[config.mk]
export PLATFORM = sky130hd
export DESIGN_NAME = hazard_pipe_tracker
export DESIGN_NICKNAME = d
export VERILOG_FILES = /design/src/rtl/hazard_pipe_tracker.sv
export SDC_FILE = /design/constraint.sdc
export NUM_CORES = 1
export LEC_CHECK = 0
export ABC_AREA = 1
export CORE_MARGIN = 10
export CORE_UTILIZATION = 53
export DETAILED_ROUTE_END_ITERATION = 12
export GPL_TIMING_DRIVEN = 0
export HOLD_SLACK_MARGIN = 0.03
export PLACE_DENSITY = 0.85
export RECOVER_POWER = 100
export SLEW_MARGIN = 20
export SYNTH_ARGS = -nofsm -noshare
export SYNTH_HDL_FRONTEND = slang
export SYNTH_SLANG_ARGS = --single-unit
[constraint.sdc]
create_clock -name CLK -period 4.2 [get_ports CLK]
set_clock_uncertainty 0.05 [all_clocks]
set_input_delay 0.63 -clock CLK [delete_from_list [all_inputs] [get_ports CLK]]
set_output_delay 0.63 -clock CLK [all_outputs]
set_load 0.03 [all_outputs]
[src/rtl/hazard_pipe_tracker.sv]
// hazard_pipe_tracker
//   Source side of the hazard interface. Carries register IDs and the RegWrite/MemtoReg
//   controls from decode through the E, M and W pipeline registers and presents them to the
//   hazard unit. The hazard unit answers with Stall_D/Flush_E, applied here as a bubble into E.
//   Saturating counters record stall, flush and retire events for performance debug.
//
// Ports
//   CLK, RST                 rising-edge clock, synchronous active-low reset
//   Valid_D                  decode holds a real instruction
//   Rs_D, Rt_D, Rd_D         decode register fields
//   RegDst_D                 1: write reg = rd, 0: write reg = rt
//   RegWrite_D, MemtoReg_D   decode control bits
//   Stall_D, Flush_E         from hazard unit
//   Clr_Cnt                  synchronous clear of all event counters
//   Rs_E, Rt_E               E-stage source registers
//   OUTmux2_A3/3/4           write register in E/M/W
//   RegWrite_2/3/4           RegWrite in E/M/W, qualified by stage valid
//   MemtoReg_2/3             MemtoReg in E/M, qualified by stage valid
//   Stall_Cnt, Flush_Cnt,
//   Retire_Cnt               saturating event counters

module hazard_pipe_tracker #(
  parameter int unsigned REGW  = 5,
  parameter int unsigned CNT_W = 16
) (
  input  logic             CLK,
  input  logic             RST,
  input  logic             Valid_D,
  input  logic [REGW-1:0]  Rs_D,
  input  logic [REGW-1:0]  Rt_D,
  input  logic [REGW-1:0]  Rd_D,
  input  logic             RegDst_D,
  input  logic             RegWrite_D,
  input  logic             MemtoReg_D,
  input  logic             Stall_D,
  input  logic             Flush_E,
  input  logic             Clr_Cnt,
  output logic [REGW-1:0]  Rs_E,
  output logic [REGW-1:0]  Rt_E,
  output logic [REGW-1:0]  OUTmux2_A3,
  output logic [REGW-1:0]  OUTmux3_A3,
  output logic [REGW-1:0]  OUTmux4_A3,
  output logic             RegWrite_2,
  output logic             RegWrite_3,
  output logic             RegWrite_4,
  output logic             MemtoReg_2,
  output logic             MemtoReg_3,
  output logic [CNT_W-1:0] Stall_Cnt,
  output logic [CNT_W-1:0] Flush_Cnt,
  output logic [CNT_W-1:0] Retire_Cnt
);

  // E stage
  logic            valid_e_q;
  logic [REGW-1:0] rs_e_q, rt_e_q, rd_e_q;
  logic            regdst_e_q, regwrite_e_q, memtoreg_e_q;
  logic [REGW-1:0] wreg_e;

  // M stage
  logic            valid_m_q;
  logic [REGW-1:0] wreg_m_q;
  logic            regwrite_m_q, memtoreg_m_q;

  // W stage
  logic            valid_w_q;
  logic [REGW-1:0] wreg_w_q;
  logic            regwrite_w_q;

  // Event counters
  logic [CNT_W-1:0] stall_cnt_q, stall_cnt_d;
  logic [CNT_W-1:0] flush_cnt_q, flush_cnt_d;
  logic [CNT_W-1:0] retire_cnt_q, retire_cnt_d;

  logic stall_ev, flush_ev, retire_ev;

  // Write-register select is combinational off the E registers so the hazard unit sees it
  // in the same cycle the instruction sits in E.
  assign wreg_e = regdst_e_q ? rd_e_q : rt_e_q;

  // D->E register. Flush wins over stall; stall alone does not hold E since the hazard unit
  // always pairs a decode stall with an E flush.
  always_ff @(posedge CLK) begin
    if (!RST) begin
      valid_e_q    <= 1'b0;
      rs_e_q       <= '0;
      rt_e_q       <= '0;
      rd_e_q       <= '0;
      regdst_e_q   <= 1'b0;
      regwrite_e_q <= 1'b0;
      memtoreg_e_q <= 1'b0;
    end else if (Flush_E) begin
      valid_e_q    <= 1'b0;
      rs_e_q       <= '0;
      rt_e_q       <= '0;
      rd_e_q       <= '0;
      regdst_e_q   <= 1'b0;
      regwrite_e_q <= 1'b0;
      memtoreg_e_q <= 1'b0;
    end else begin
      valid_e_q    <= Valid_D;
      rs_e_q       <= Rs_D;
      rt_e_q       <= Rt_D;
      rd_e_q       <= Rd_D;
      regdst_e_q   <= RegDst_D;
      regwrite_e_q <= RegWrite_D;
      memtoreg_e_q <= MemtoReg_D;
    end
  end

  // E->M and M->W advance every edge; these stages never stall.
  always_ff @(posedge CLK) begin
    if (!RST) begin
      valid_m_q    <= 1'b0;
      wreg_m_q     <= '0;
      regwrite_m_q <= 1'b0;
      memtoreg_m_q <= 1'b0;
      valid_w_q    <= 1'b0;
      wreg_w_q     <= '0;
      regwrite_w_q <= 1'b0;
    end else begin
      valid_m_q    <= valid_e_q;
      wreg_m_q     <= wreg_e;
      regwrite_m_q <= regwrite_e_q;
      memtoreg_m_q <= memtoreg_e_q;
      valid_w_q    <= valid_m_q;
      wreg_w_q     <= wreg_m_q;
      regwrite_w_q <= regwrite_m_q;
    end
  end

  // A flush paired with a stall is a load-use bubble, not a control-flow flush.
  assign stall_ev  = Stall_D;
  assign flush_ev  = Flush_E & ~Stall_D;
  assign retire_ev = valid_w_q;

  function automatic logic [CNT_W-1:0] sat_inc(input logic [CNT_W-1:0] cnt, input logic ev);
    logic [CNT_W-1:0] res;
    res = cnt;
    if (ev && (cnt != {CNT_W{1'b1}})) begin
      res = cnt + 1'b1;
    end
    return res;
  endfunction

  always_comb begin
    stall_cnt_d  = sat_inc(stall_cnt_q, stall_ev);
    flush_cnt_d  = sat_inc(flush_cnt_q, flush_ev);
    retire_cnt_d = sat_inc(retire_cnt_q, retire_ev);
    if (Clr_Cnt) begin
      stall_cnt_d  = '0;
      flush_cnt_d  = '0;
      retire_cnt_d = '0;
    end
  end

  always_ff @(posedge CLK) begin
    if (!RST) begin
      stall_cnt_q  <= '0;
      flush_cnt_q  <= '0;
      retire_cnt_q <= '0;
    end else begin
      stall_cnt_q  <= stall_cnt_d;
      flush_cnt_q  <= flush_cnt_d;
      retire_cnt_q <= retire_cnt_d;
    end
  end

  assign Rs_E       = rs_e_q;
  assign Rt_E       = rt_e_q;
  assign OUTmux2_A3 = wreg_e;
  assign OUTmux3_A3 = wreg_m_q;
  assign OUTmux4_A3 = wreg_w_q;

  // Controls are qualified by stage valid so a bubble can never request a write or a load.
  assign RegWrite_2 = valid_e_q & regwrite_e_q;
  assign RegWrite_3 = valid_m_q & regwrite_m_q;
  assign RegWrite_4 = valid_w_q & regwrite_w_q;
  assign MemtoReg_2 = valid_e_q & memtoreg_e_q;
  assign MemtoReg_3 = valid_m_q & memtoreg_m_q;

  assign Stall_Cnt  = stall_cnt_q;
  assign Flush_Cnt  = flush_cnt_q;
  assign Retire_Cnt = retire_cnt_q;

endmodule

# Yosys cells after proc, flatten, opt, wreduce, memory -nomap -nowiden
# Index checks and enable logic that the tools add are counted.
[word_totals]
ff_bits = 82
input_bits = 24
out_inout_bits = 78
word_cells = 37
[op_classes]
addsub = 3
n_eq_ne = 3
muxes = 1
bitwise = 8
n_reduce_logical = 5
[op_table]
columns = ["op", "count"]
rows = [
  ["$add A16 B1 Y16 const B", 3],
  ["$ne A16 B16 Y1 const B", 3],
  ["$and A1 B1 Y1", 6],
  ["$mux W5", 1],
  ["$reduce_or A2 Y1", 2],
  ["$logic_and A1 B1 Y1", 3],
  ["$not A1 Y1", 2],
]

# Longest topological paths before layout
[logic_depth]
depth_word = 3
depth_mapped = 10
ltp_nobuf = 10

# Worst setup path before layout
# No wires, ideal clock.
[synth_timing]
path_type = "reg2reg"
startpoint = "reg retire_cnt_q[0] (netlist: Retire_Cnt[0])"
endpoint = "reg retire_cnt_q[14] (netlist: Retire_Cnt[14])"
setup_ns = 0.116
arrival_time_ns = 1.499
required_ns = 4.034
slack_ns = 2.535
path_stages_with_launch = 9
path_buffers = 0
synth_period_minus_slack_ns = 1.665
cell_sequence = "dfxtp_1 ha_1 nand2_2 nor2_4 nand2_2 nor2_4 nand3_1 o21ai_0 nor2_1"
[synth_between]
elab_chain_cells = 2
word_cells_on_any_way = 3
classes_between = "add/sub: 1; eq/ne: 1; reduce/logical: 1"
[synth_rtl]
columns = ["item", "line", "rtl"]
rows = [
  ["from (decl)", "72", "logic [CNT_W-1:0] retire_cnt_q, retire_cnt_d;"],
  ["from (signal assigned)", "164", "retire_cnt_q <= retire_cnt_d;"],
  ["branches (longest 2 deep; another with $add A16 B1 Y16)", "n/a", ""],
]
# Several ways; the timed one is not identified.
# A chain may end at the register's enable or synchronous reset.

# Worst setup path in the final report
[layout_timing]
startpoint = "reg regdst_e_q"
endpoint = "out OUTmux2_A3[0]"
[layout_between]
elab_chain_cells = 1
[layout_rtl]
columns = ["item", "line", "rtl"]
rows = [
  ["from (decl)", "56", "logic regdst_e_q, regwrite_e_q, memtoreg_e_q;"],
  ["from (signal assigned)", "104", "regdst_e_q <= RegDst_D;"],
  ["$mux W5", "78", "assign wreg_e = regdst_e_q ? rd_e_q : rt_e_q;"],
  ["to (decl)", "40", "output logic [REGW-1:0] OUTmux2_A3,"],
]
# Every way passes these cells.

==> results.tsv <==
metric	value	unit
Root Buffer	clkbuf_8	
number of gates resized after cts	0	
internal cell power	1.13	mW
clk buf depth	2	
Nets	750	
CTS tree	done	
antenna violations before repair	0	
core area	0.00733	sq mm
Total Power	1.53	mW
CP endpoint kind	output pin	
R2R setup slack	2560	ps
number of synthesized register bits	82	
# rows	31	
antenna diode count	0	
share of cells above drive strength 1	9.20	%
GR Overflow Total	0	
Logic pwr share	7.4	%
setup ws final	1730	ps
Hold Path Depth	2	
Setup crit start kind	flip-flop	
total wire length	10.6	mm
Clock Sinks	82	
worst reg2reg path depth	10	
sw frac	26.1	%
DIE HEIGHT	107	microns
H-tree depth	3	
Fin Setup TNS	0	ps
Critical Path AT	1790	ps
commonest cells after routing, fill and taps aside	nand2_1 (156), nor2_1 (135), inv_1 (83), dfxtp_1 (82), dlygate4sd3_1 (79)	
Synth-to-Final Area Change	33.0	%
Clock power frac	40.4	%
Post-route DRC	0	
syn_nets	638	
via count	3994	
cts hold-fix bufs	0	
most common cell after layout, fill and taps aside	nand2_1	
worst hold path class	reg2reg	
die area	0.0115	sq mm
pre-CTS setup slack	1880	ps
largest net degree at the start of global routing	18	
Routed Antenna Nets	0	
HPWL Detailed	8.25	mm
Final Critical Period	2470	ps
Yosys warnings	0	
Synth Area per Inst	6.63	sq um
Clock Latency Late Sink	360	ps
worst-margin pin slew	609	ps
# port buffers	101	
highest clock rate	406	MHz
storage element area	0.00164	sq mm
switching pwr	0.399	mW
clock-pin slew on the worst setup and hold paths	90	ps
Routability Congestion	0.931	
post-CTS setup buffers	0	
CTS buffer count	9	
Sequential Power Share	52.2	%
fillers	588	
placed inst area	0.00518	sq mm
total track usage	18.5	%
DRT Pass-1 Iters	5	
Seq/Total Area, Yosys	40.5	%
Crit Path Class	reg2out	
chip width	107	microns
Final setup viols	0	
status	finished, final reports clean	
final hold violations	0	
multi-input logic area	0.00201	sq mm
Initial Util	55.2	%
Slew headroom	59.4	%
Mapped Cells	611	
max-cap violations	0	
number of global-route vias before repair	3755	
Static Leak	2.57	nW
I/O Pins	102	
Netlist cell types	31	
Mapped Area	0.00405	sq mm
Max Slew Vio Count	0	
Peak supply drop	0.289	mV
via density per instance	4.83	
fin crit share	58.7	%
RSZ-0062 raised after global routing	false	
final instance area	0.00539	sq mm
Wirelength per Cell	12.8	microns
Initial DRC Count	179	
P per Cell Area	283	mW/mm^2
worst-path fanout max	6	
first-pass GRT wire length	17.5	mm
CP Data Required Time	3520	ps
[path summary, 6_finish.rpt]
path / from / to
setup / recovery: regdst_e_q / OUTmux2_A3[0]
setup reg to reg: Retire_Cnt[0] / Retire_Cnt[4]
hold / removal: regwrite_e_q / regwrite_m_q
hold reg to reg: regwrite_e_q / regwrite_m_q
[power groups by stage]
| stage | logic [mW] | registers [mW] | clock network (mW) |
|---|---|---|---|
| 3_3_place_gp | 0.116 | 0.815 | 0 |
| 2_1_floorplan | 0.0453 | 0.830 | 0 |
| 3_5_place_dp | 0.119 | 0.815 | 0 |
| 4_1_cts | 0.120 | 0.797 | 0.627 |
| 5_1_grt | 0.124 | 0.799 | 0.662 |
| 6_report | 0.113 | 0.797 | 0.616 |
[per-stage QoR]
stage | hold WS [ps] | util (%) | std cells
2_1_floorplan | 357 | - | 611
3_3_place_gp | 367 | 70.7 | 811
3_5_place_dp | 369 | 70.7 | 811
4_1_cts | 381 | 73.6 | 827
5_1_grt | 401 | 73.5 | 827
6_report | 384 | 73.5 | 827
[worst max-delay path, stage by stage (launching register included)]
cell	delay [ps]
dfxtp_1	370
inv_1	150
nand2_1	80
nand2_1	70
dlygate4sd3_1	760
[area by class of cell]
| class | count | area share, % |
|---|---|---|
| repair buffers | 101 | 18.8 |
| plain buffers | 9 | 0.906 |
| multi-input cells | 431 | 37.4 |
| clock inverters | 7 | 1.63 |
| well taps | 99 | 2.30 |
| flip-flops and latches | 82 | 30.5 |
| clock buffers | 9 | 2.30 |
| inverters | 89 | 6.25 |
[flip-flops by register name, indices dropped and copies added (netlist names), 5 cells and up]
register,cells
rd_e_q,5
Retire_Cnt,16
Stall_Cnt,16
OUTmux3_A3,5
Flush_Cnt,16
OUTmux4_A3,5
Rt_E,5
Rs_E,5
[per-layer routing]
layer	vias up	part of all wire, %	global-route usage [%]
li1	2107	-	-
met1	1740	42	21.1
met2	133	45	30.1
met3	14	12	8.80
met4	0	1.2	5.53
met5	-	0	0
[synth_stat cells, drive strengths merged]
master / n / area (sq um)
nand3: 37 / 200
inv: 89 / 337
a21oi: 31 / 166
dfxtp: 82 / 1640
buf: 8 / 51.3
a31oi: 1 / 6.26
and3: 1 / 6.26
nor2: 152 / 653
xor2: 3 / 26.3
or2: 1 / 6.26
xnor2: 2 / 17.5
o21ai: 10 / 61.3
nand2: 173 / 712
ha: 3 / 37.5
nand4: 14 / 103
nor3: 3 / 20.0
clkbuf: 1 / 3.75
[kinds of logic after synthesis]
logic type               Yosys count  synth area share, %
buffers and inverters             98                 9.67
XOR/XNOR                           5                 1.08
AND/OR/NAND/NOR                  381                 42.0
AO/OA/AOI/OAI                     42                 5.78
adder cells (fa/ha/maj)            3                0.927
flip-flops                        82                 40.5
Power figures use the tool's default switching activity.
